## config.mk

```make
export PLATFORM = sky130hd
export DESIGN_NAME = onehot_codec_pipe
export DESIGN_NICKNAME = d
export VERILOG_FILES = /design/src/rtl/onehot_codec_pipe.sv
export SDC_FILE = /design/constraint.sdc
export NUM_CORES = 1
export LEC_CHECK = 0
export BUFFER_PORTS_ARGS = -buffer_cell sky130_fd_sc_hd__buf_2
export CORE_MARGIN = 3
export CORE_UTILIZATION = 43
export DETAILED_ROUTE_END_ITERATION = 8
export GPL_TIMING_DRIVEN = 0
export PLACE_DENSITY_LB_ADDON = 0.3
export REMOVE_ABC_BUFFERS = 1
export SLEW_MARGIN = 10
export SYNTH_ARGS = -nofsm -noshare
export SYNTH_HDL_FRONTEND = slang
export SYNTH_SLANG_ARGS = --single-unit
```

## constraint.sdc

```tcl
create_clock -name clk -period 1.57 [get_ports clk]
set_input_delay 0.0785 -clock clk [delete_from_list [all_inputs] [get_ports clk]]
set_output_delay 0.0785 -clock clk [all_outputs]
set_load 0.02 [all_outputs]
```

## src/rtl/onehot_codec_pipe.sv

```systemverilog
// Registered one-hot decoder/encoder on valid/ready streams, with a per-word mode,
// invalid-code flagging, optional lowest-bit priority encoding and a saturating error counter.
module onehot_codec_pipe #(
    parameter int IDX_W = 2,
    parameter int PRIORITY = 0,
    parameter int ERRCNT_W = 8,
    localparam int ONEHOT_W = 2 ** IDX_W
) (
    input  logic                clk,
    input  logic                rst,
    input  logic                mode,
    input  logic                in_valid,
    output logic                in_ready,
    input  logic [ONEHOT_W-1:0] in_data,
    output logic                out_valid,
    input  logic                out_ready,
    output logic [ONEHOT_W-1:0] out_data,
    output logic                out_err,
    input  logic                clr_err,
    output logic [ERRCNT_W-1:0] err_count
);

    localparam logic [0:0] EMPTY = 1'b0;
    localparam logic [0:0] FULL  = 1'b1;
    localparam logic [ERRCNT_W-1:0] CNT_MAX = '1;

    // Handshake: a word transfers on any edge where valid && ready are both high;
    // the output stage may be refilled in the same cycle its current word drains.
    logic [0:0]          state;
    logic                accept;
    logic [ONEHOT_W-1:0] res_data;
    logic                res_err;
    logic [IDX_W-1:0]    low_idx;
    logic                none_set;
    logic                multi_set;

    assign out_valid = (state == FULL);
    assign in_ready  = !out_valid || out_ready;
    assign accept    = in_valid && in_ready;

    // Scan from the top so the last assignment is the lowest set bit.
    always_comb begin
        low_idx = '0;
        for (int i = ONEHOT_W - 1; i >= 0; i--) begin
            if (in_data[i]) low_idx = IDX_W'(i);
        end
    end

    assign none_set  = (in_data == '0);
    assign multi_set = ((in_data & (in_data - ONEHOT_W'(1))) != '0);

    always_comb begin
        res_data = '0;
        res_err  = 1'b0;
        if (!mode) begin
            res_data = ONEHOT_W'(1) << in_data[IDX_W-1:0];
        end else if (none_set || (multi_set && PRIORITY == 0)) begin
            res_err = 1'b1;
        end else begin
            res_data = ONEHOT_W'(low_idx);
        end
    end

    always_ff @(posedge clk or posedge rst) begin
        if (rst) begin
            state    <= EMPTY;
            out_data <= '0;
            out_err  <= 1'b0;
        end else if (accept) begin
            state    <= FULL;
            out_data <= res_data;
            out_err  <= res_err;
        end else if (out_ready) begin
            state <= EMPTY;
        end
    end

    // Counts errored accepts regardless of downstream backpressure; clear has priority.
    always_ff @(posedge clk or posedge rst) begin
        if (rst) begin
            err_count <= '0;
        end else if (clr_err) begin
            err_count <= '0;
        end else if (accept && res_err && err_count != CNT_MAX) begin
            err_count <= err_count + ERRCNT_W'(1);
        end
    end

endmodule

```

After elaboration in Yosys (flattened, before gate mapping)
Index checks and enable logic that the tools add are counted.

word-level totals
  flip-flop bits (word level) = 14
  logic and storage cells = 31

operators by class
  equality and inequality tests = 1
  shift operators = 1
  $add $sub $neg = 2
  reduce and logical (&&, ||, !) cells = 10
  mux-type cells = 12
  bitwise logic cells = 1

operator list
  kind                                               number
  two-way mux 8 bit                                  2
  two-way mux 2 bit                                  5
  adder 8 x 1 -> 8 bit (second input constant)       1
  inequality test 8 bit (second input constant)      1
  AND 4 bit                                          1
  zero test 4 bit                                    1
  two-way mux 1 bit                                  4
  two-way mux 4 bit                                  1
  nonzero test 2 bit                                 2
  nonzero test 4 bit                                 1
  left shift 1 x 2 -> 4 bit (first input constant)   1
  subtractor 4 x 1 -> 4 bit (second input constant)  1
  logical AND 1 bit                                  3
  logical OR 1 bit                                   2
  zero test 1 bit                                    1

Depth between registers and ports, before layout
Gate-level depths: netlist of the first run.

  depth after elaboration = 10
  mapped depth = 6
  depth with buffers taken out = 6

Least setup slack after synthesis of the first run
No wires, ideal clock.

  path type = flip-flop to flip-flop
  start = reg state, in the netlist out_valid
  end = reg err_count[7]
  stages on the path, launching flop included = 6
  path buffers = 0
  arrival time = 1,713 ps
  slack = -220 ps
  cell sequence = dfrtp_1 > nand2b_1 > and4_4 > nand3_4 > or4_1 > a21oi_1

between the ends
  word-level cells in the longest chain between the ends = 6

ends and longest elaborated chain
  element                         RTL line  RTL
  start, declared                 29        logic [0:0] state;
  start signal, assigned          66        state <= EMPTY;
  start signal, assigned          70        state <= FULL;
  start signal, assigned          74        state <= EMPTY;
  zero test 1 bit                 38        assign in_ready = !out_valid || out_ready;
  logical OR 1 bit                38
  net in_ready                    13        output logic in_ready,
  logical AND 1 bit               39        assign accept = in_valid && in_ready;
  logical AND 1 bit (2 in a row)  84        end else if (accept && res_err && err_count != CNT_MAX) begin
  nonzero test 2 bit (no line)    -
  end signal, assigned            85        err_count <= err_count + ERRCNT_W'(1);
  end, declared                   20        output logic [ERRCNT_W-1:0] err_count

The timed path passes the listed nets, and every way through them passes these cells.
A chain may end at the register's enable or synchronous reset.

Worst setup path after layout of the first run
  start = reg err_count[0]
  end = reg err_count[5]

between the ends
  word-level cells in the longest chain between the ends = 3

ends and longest elaborated chain
  element                                                               RTL line
  adder 8 x 1 -> 8 bit / inequality test 8 bit (equally long branches)  85, 84
  two-way mux 8 bit / logical AND 1 bit (equally long branches)         84
  two-way mux 8 bit / nonzero test 2 bit (equally long branches)        -

Several ways; a longest one is shown, not always the timed one. The select of a mux whose other input is x is not followed.

==> results of run 1 <==
## timing repair
| action | 4_1_cts | 5_1_grt |
|---|---|---|
| resized for setup | 3 | 5 |
| hold buffers | 1 | 0 |
| hold endpoints to repair | 14 | 0 |
| setup buffers | 8 | 4 |
| pin swaps | 7 | 9 |
| setup endpoints to repair | 8 | 8 |
## power groups by stage
stage          logic, uW  registers (uW)  clock network [uW]
5_1_grt              162             388                 220
4_1_cts              145             386                 203
2_1_floorplan       56.8             415                   0
6_report             148             386                 199
3_5_place_dp         131             395                   0
3_3_place_gp         128             393                   0
## cells in the mapped netlist (all sizes together) (2+ instances only)
cell type / instances / area, sq um
a21oi: 6 / 41.3
dfrtp: 14 / 350
inv: 3 / 11.3
nand2: 8 / 30.0
nand2b: 3 / 18.8
nand3: 3 / 27.5
nand4: 3 / 18.8
nor2: 6 / 22.5
o21ai: 2 / 10.0
o31ai: 5 / 37.5
or3: 2 / 13.8
or4: 3 / 22.5
xor2: 4 / 35.0
## layer usage
layer | vias up | wire [um] | track usage
met4 | 0 | 17 | 0.0645
met3 | 2 | 96 | 0.0263
met2 | 21 | 938 | 0.275
li1 | 357 | - | -
met1 | 353 | 845 | 0.234
met5 | - | 0 | 0
## through the flow
stage,util,worst slack [ps],cell area [sq um],hold WS [ps]
3_5_place_dp,0.565,-276,881,154
4_1_cts,0.631,-69.7,983,24.0
6_report,0.661,-109,1030,26.7
2_1_floorplan,-,-220,741,-32.3
3_3_place_gp,0.565,-213,881,151
5_1_grt,0.661,-167,1030,21.6
## state kept, by name, indices dropped and copies added (netlist names)
name       cells
err_count      8
out_data       4
out_err        1
out_valid      1
## worst paths after layout
path | start | to | slack (ps) | cells after the start
setup / recovery | err_count[0] | err_count[5] | -110 | 6
hold / removal | in_valid | out_valid | 30 | 2
setup reg to reg | err_count[0] | err_count[5] | -110 | 6
hold reg to reg | out_data[0] | out_data[0] | 480 | 2
max in group asynchronous | rst | err_count[3] | 820 | 3
min in group asynchronous | rst | out_data[2] | 370 | 3
## area by class of cell
class / count / area (sq um)
Inverter: 3 / 11.3
Fill cell: 142 / 529
Multi-Input combinational cell: 56 / 400
Sequential cell: 14 / 352
Tap cell: 16 / 20.0
Timing Repair Buffer: 37 / 224
Clock buffer: 3 / 22.5
## kinds of logic (layout without fill, tap and decap cells)
kind of cell	count (synthesis)	after routing	share of synthesized area
AO/OA/AOI/OAI	16	16	0.151
buffers and inverters	4	43	0.0202
AND/OR/NAND/NOR	33	33	0.266
XOR/XNOR	4	4	0.0471
multiplexers	2	2	0.0286
flip-flops	14	14	0.471
adder cells (fa/ha/maj)	1	1	0.0168
==> qor.yml, run 1 <==
worstPathArrival_ps: 1880
drv_cap: 0
grt_pass1_vias: 681
viasPerCell: 5.68
min_period_ps: 1680
grt_pass1_wl_mm: 2.83
fin_crit_sh: 1.07
slew_viol_final: 0
power_frac_clock: 0.272
ir_drop_mv: 0.485
clk_latency_ps: 270
mappedNetlistArea_sq_um: 744
switching_power_uw: 209
core_sq_um: 1560
final_cell_mix: "24 x buf_2, 13 x dfrtp_1, 11 x buf_4"
p_per_area_nw_per_um2: 713
grt_overflow: 0
p_leak_uw: 0.000496
setup_viol: 7
hold_violations: 0
post-layout-total-power_uw: 734
layout_commonest_cell: "buf_2"
tightest_slew_ps: 556
crit_path_start_kind: "register"
avgSynthCellArea_sq_um: 10.1
cpLargestDelayFamily: "simple AND/OR/NAND/NOR gates"
grt_usage: 0.172
critical_path_class: "reg2reg"
dieArea_sq_um: 2270
antenna_found_initial: 0
max-slew-margin-rel: 0.624
fin_ws_ps: -109
grt_setup_unrepaired: "true"
ys_types: 28
drt_pass1_iterations: 4
place_hpwl_mm: 1.21
critPathMaxStageDelay_ps: 520
die_y_um: 47.6
cpMaxStageDelayCell: "or4_4"
post-route-drc-count: 0
pwr-share-seq: 0.526
end_kind: "register"
num_rows: 14
fp.dieW_um: 47.6
drt-total-wl_mm: 1.90
clock-sinks: 14
synth_seq_area_share: 0.471
drt_iter0_drc: 16
cts_buffers: 3
clk_transition_reported_paths_ps: 80
hold_path_class: "in2reg"
path_buf_inv: 0
internal-power_uw: 525
cts_tree: "yes"
pwr-share-comb: 0.202
initial_core_util: 0.478
synth_seq_cells: 14
status: "finished, violations left"
fin_nets: 126
worstPathMaxFanout: 8
syn2layout_area_growth_pct: 38.3
grt_max_degree: 15
dr_total_vias: 733
path_cells: "ha_2 -> nand2_2 -> or3_4 -> nand3_4 -> or4_4 -> a21oi_2"
ctsRootBufferMaster: "clkbuf_4"
dp_cells: 113
io_pins: 25
fin_worst_skew_ps: 2.56
diodes: 0
synth_ff_type: "dfrtp_1"
instances_no_fill: 129
final_antenna_net_count: 0
wire_per_inst_um: 14.7
gp_congestion: 0.681
ys_warn_count: 0
io_buffers: 24
failed_checks: "setup timing"
required_ps: 1770
synth_cells: 74
max_freq_mhz: 595
async_reset_ff_frac: 1.00
drive_gt1_frac: 0.451
clockBufferDepth: 2
setup_tns_ps: -336
synth-edff-count: 0
power_switching_share: 0.285
htree_levels: 1
Power figures use the tool's default switching activity.
==> run 2: changes to the inputs <==
Settings changed: CORE_UTILIZATION 43 to 49.
Clock period 1.57 ns to 2.1 ns, I/O delays scaled along.
==> qor.yml, run 2 (synthesis gave the netlist of run 1 again) <==
viasPerCell: 5.73
initial_core_util: 0.545
place_area_sq_um: 880
fin_crit_sh: 0.880
drive_gt1_frac: 0.324
top_register: "err_count"
grt_pass1_vias: 648
io_pins: 25
tightest_slew_ps: 542
diodes: 0
p_per_area_nw_per_um2: 625
max_freq_mhz: 541
grtUsageMet3: 0.0359
htree_levels: 1
drt_pass1_iterations: 4
antenna_found_initial: 0
clk_transition_reported_paths_ps: 80
r2r_cells: 6
cts_setup_buffers: 0
required_ps: 2310
r2r_slack_ps: 250
cts_buffers: 3
syn2layout_area_growth_pct: 24.4
crit_path_start_kind: "register"
layout_commonest_cell: "buf_2"
dp_worst_setup_slack_ps: 263
clock-sinks: 14
hold_path_class: "in2reg"
final_antenna_net_count: 0
slew_viol_final: 0
ir_drop_mv: 0.357
grt_usage: 0.185
fin_worst_skew_ps: 2.02
fp.dieW_um: 45.0
dieArea_sq_um: 2020
wire_per_inst_um: 14.1
setup_viol: 0
cpMaxStageDelayCell: "or4_1"
post-route-drc-count: 0
r2r-end: "err_count[5]"
grt_setup_unrepaired: "false"
drv_cap: 0
core_sq_um: 1370
path_cells: "ha_1 -> nand2_1 -> or3_1 -> nand3_4 -> or4_1 -> a21oi_1"
crit-reg2reg-launch: "err_count[0]"
final_cell_mix: "24 x buf_2, 14 x dfrtp_1, 8 x nand2_1"
clk_latency_ps: 280
hp-start: "in_valid"
gr-usage-met1: 0.221
critical_path_class: "reg2reg"
place_hpwl_mm: 1.18
path_buf_inv: 0
end_kind: "register"
design_area_sq_um: 926
p_leak_uw: 0.000449
hold_violations: 0
cts_tree: "yes"
worstPathArrival_ps: 2050
min_to: "out_valid"
hold_depth: 2
fin_nets: 114
num_rows: 13
ctsRootBufferMaster: "clkbuf_4"
critPathMaxStageDelay_ps: 500
grt.busiest_layer: "met2"
largest_reg_flops: 8
grt_pass1_wl_mm: 2.73
clockBufferDepth: 2
worstPathMaxFanout: 10
io_buffers: 24
setup_tns_ps: 0
grt_overflow: 0
dr_total_vias: 670
gp_congestion: 0.727
max-slew-margin-rel: 0.638
fin_ws_ps: 252
use_met2: 0.325
top_regs: "err_count: 8 flops, out_data: 4 flops"
grt_max_degree: 15
drt-total-wl_mm: 1.65
min_period_ps: 1850
drt_iter0_drc: 10
status: "complete, no violations"
cpLargestDelayFamily: "simple AND/OR/NAND/NOR gates"
die_y_um: 45.0
[run 2: final cells by class]
| class | count | area [sq um] |
|---|---|---|
| fill | 120 | 440 |
| multi-input combinational | 56 | 379 |
| sequential | 14 | 350 |
| timing repair buffer | 25 | 130 |
| clock buffer | 4 | 36.3 |
| tap | 15 | 18.8 |
| inverter | 3 | 11.3 |
[run 2: how the worst max path moves through the flow]
stage / to / startpoint / depth (start not counted) / slack (ps)
6_report: err_count[5] / err_count[0] / 6 / 250
5_1_grt: err_count[5] / err_count[0] / 6 / 110
4_1_cts: err_count[5] / err_count[0] / 6 / 240
3_5_place_dp: err_count[5] / err_count[0] / 6 / 260
3_3_place_gp: err_count[5] / err_count[0] / 6 / 320
2_1_floorplan: err_count[7] / out_valid / 5 / 310
[run 2: per-stage QoR]
step           hold WS [ps]  instances  utilization  total power [uW]
2_1_floorplan         -5.78         73            -               353
3_3_place_gp            167        112        0.644               389
3_5_place_dp            176        112        0.644               391
4_1_cts                37.2        117        0.678               588
5_1_grt                36.0        117        0.678               609
6_report               46.9        117        0.678               579
[run 2: what timing repair did]
action                                 CTS  global route
endpoints found under the hold margin   14             0
hold buffers                             1             0
resized for setup                        0             0
[run 2: layer usage]
metal | vias up | wire, um
met5 | - | 0
met4 | 0 | 21
met3 | 4 | 125
met2 | 29 | 817
met1 | 306 | 686
li1 | 331 | -
[run 2: worst reg2reg max path: cells and delay by family (launching register included)]
family          cells  cell delay, ps
compound gates      1             170
fa+ha+maj           1             240
simple gates        4             940
flops               1             420
[run 2: report_power, final]
part	internal (uW)	total [uW]	leakage [uW]	switching, uW
registers	282	289	0.000188	7.06
logic	36.0	98.2	0.000240	62.2
clock network	105	192	0.0000210	86.5
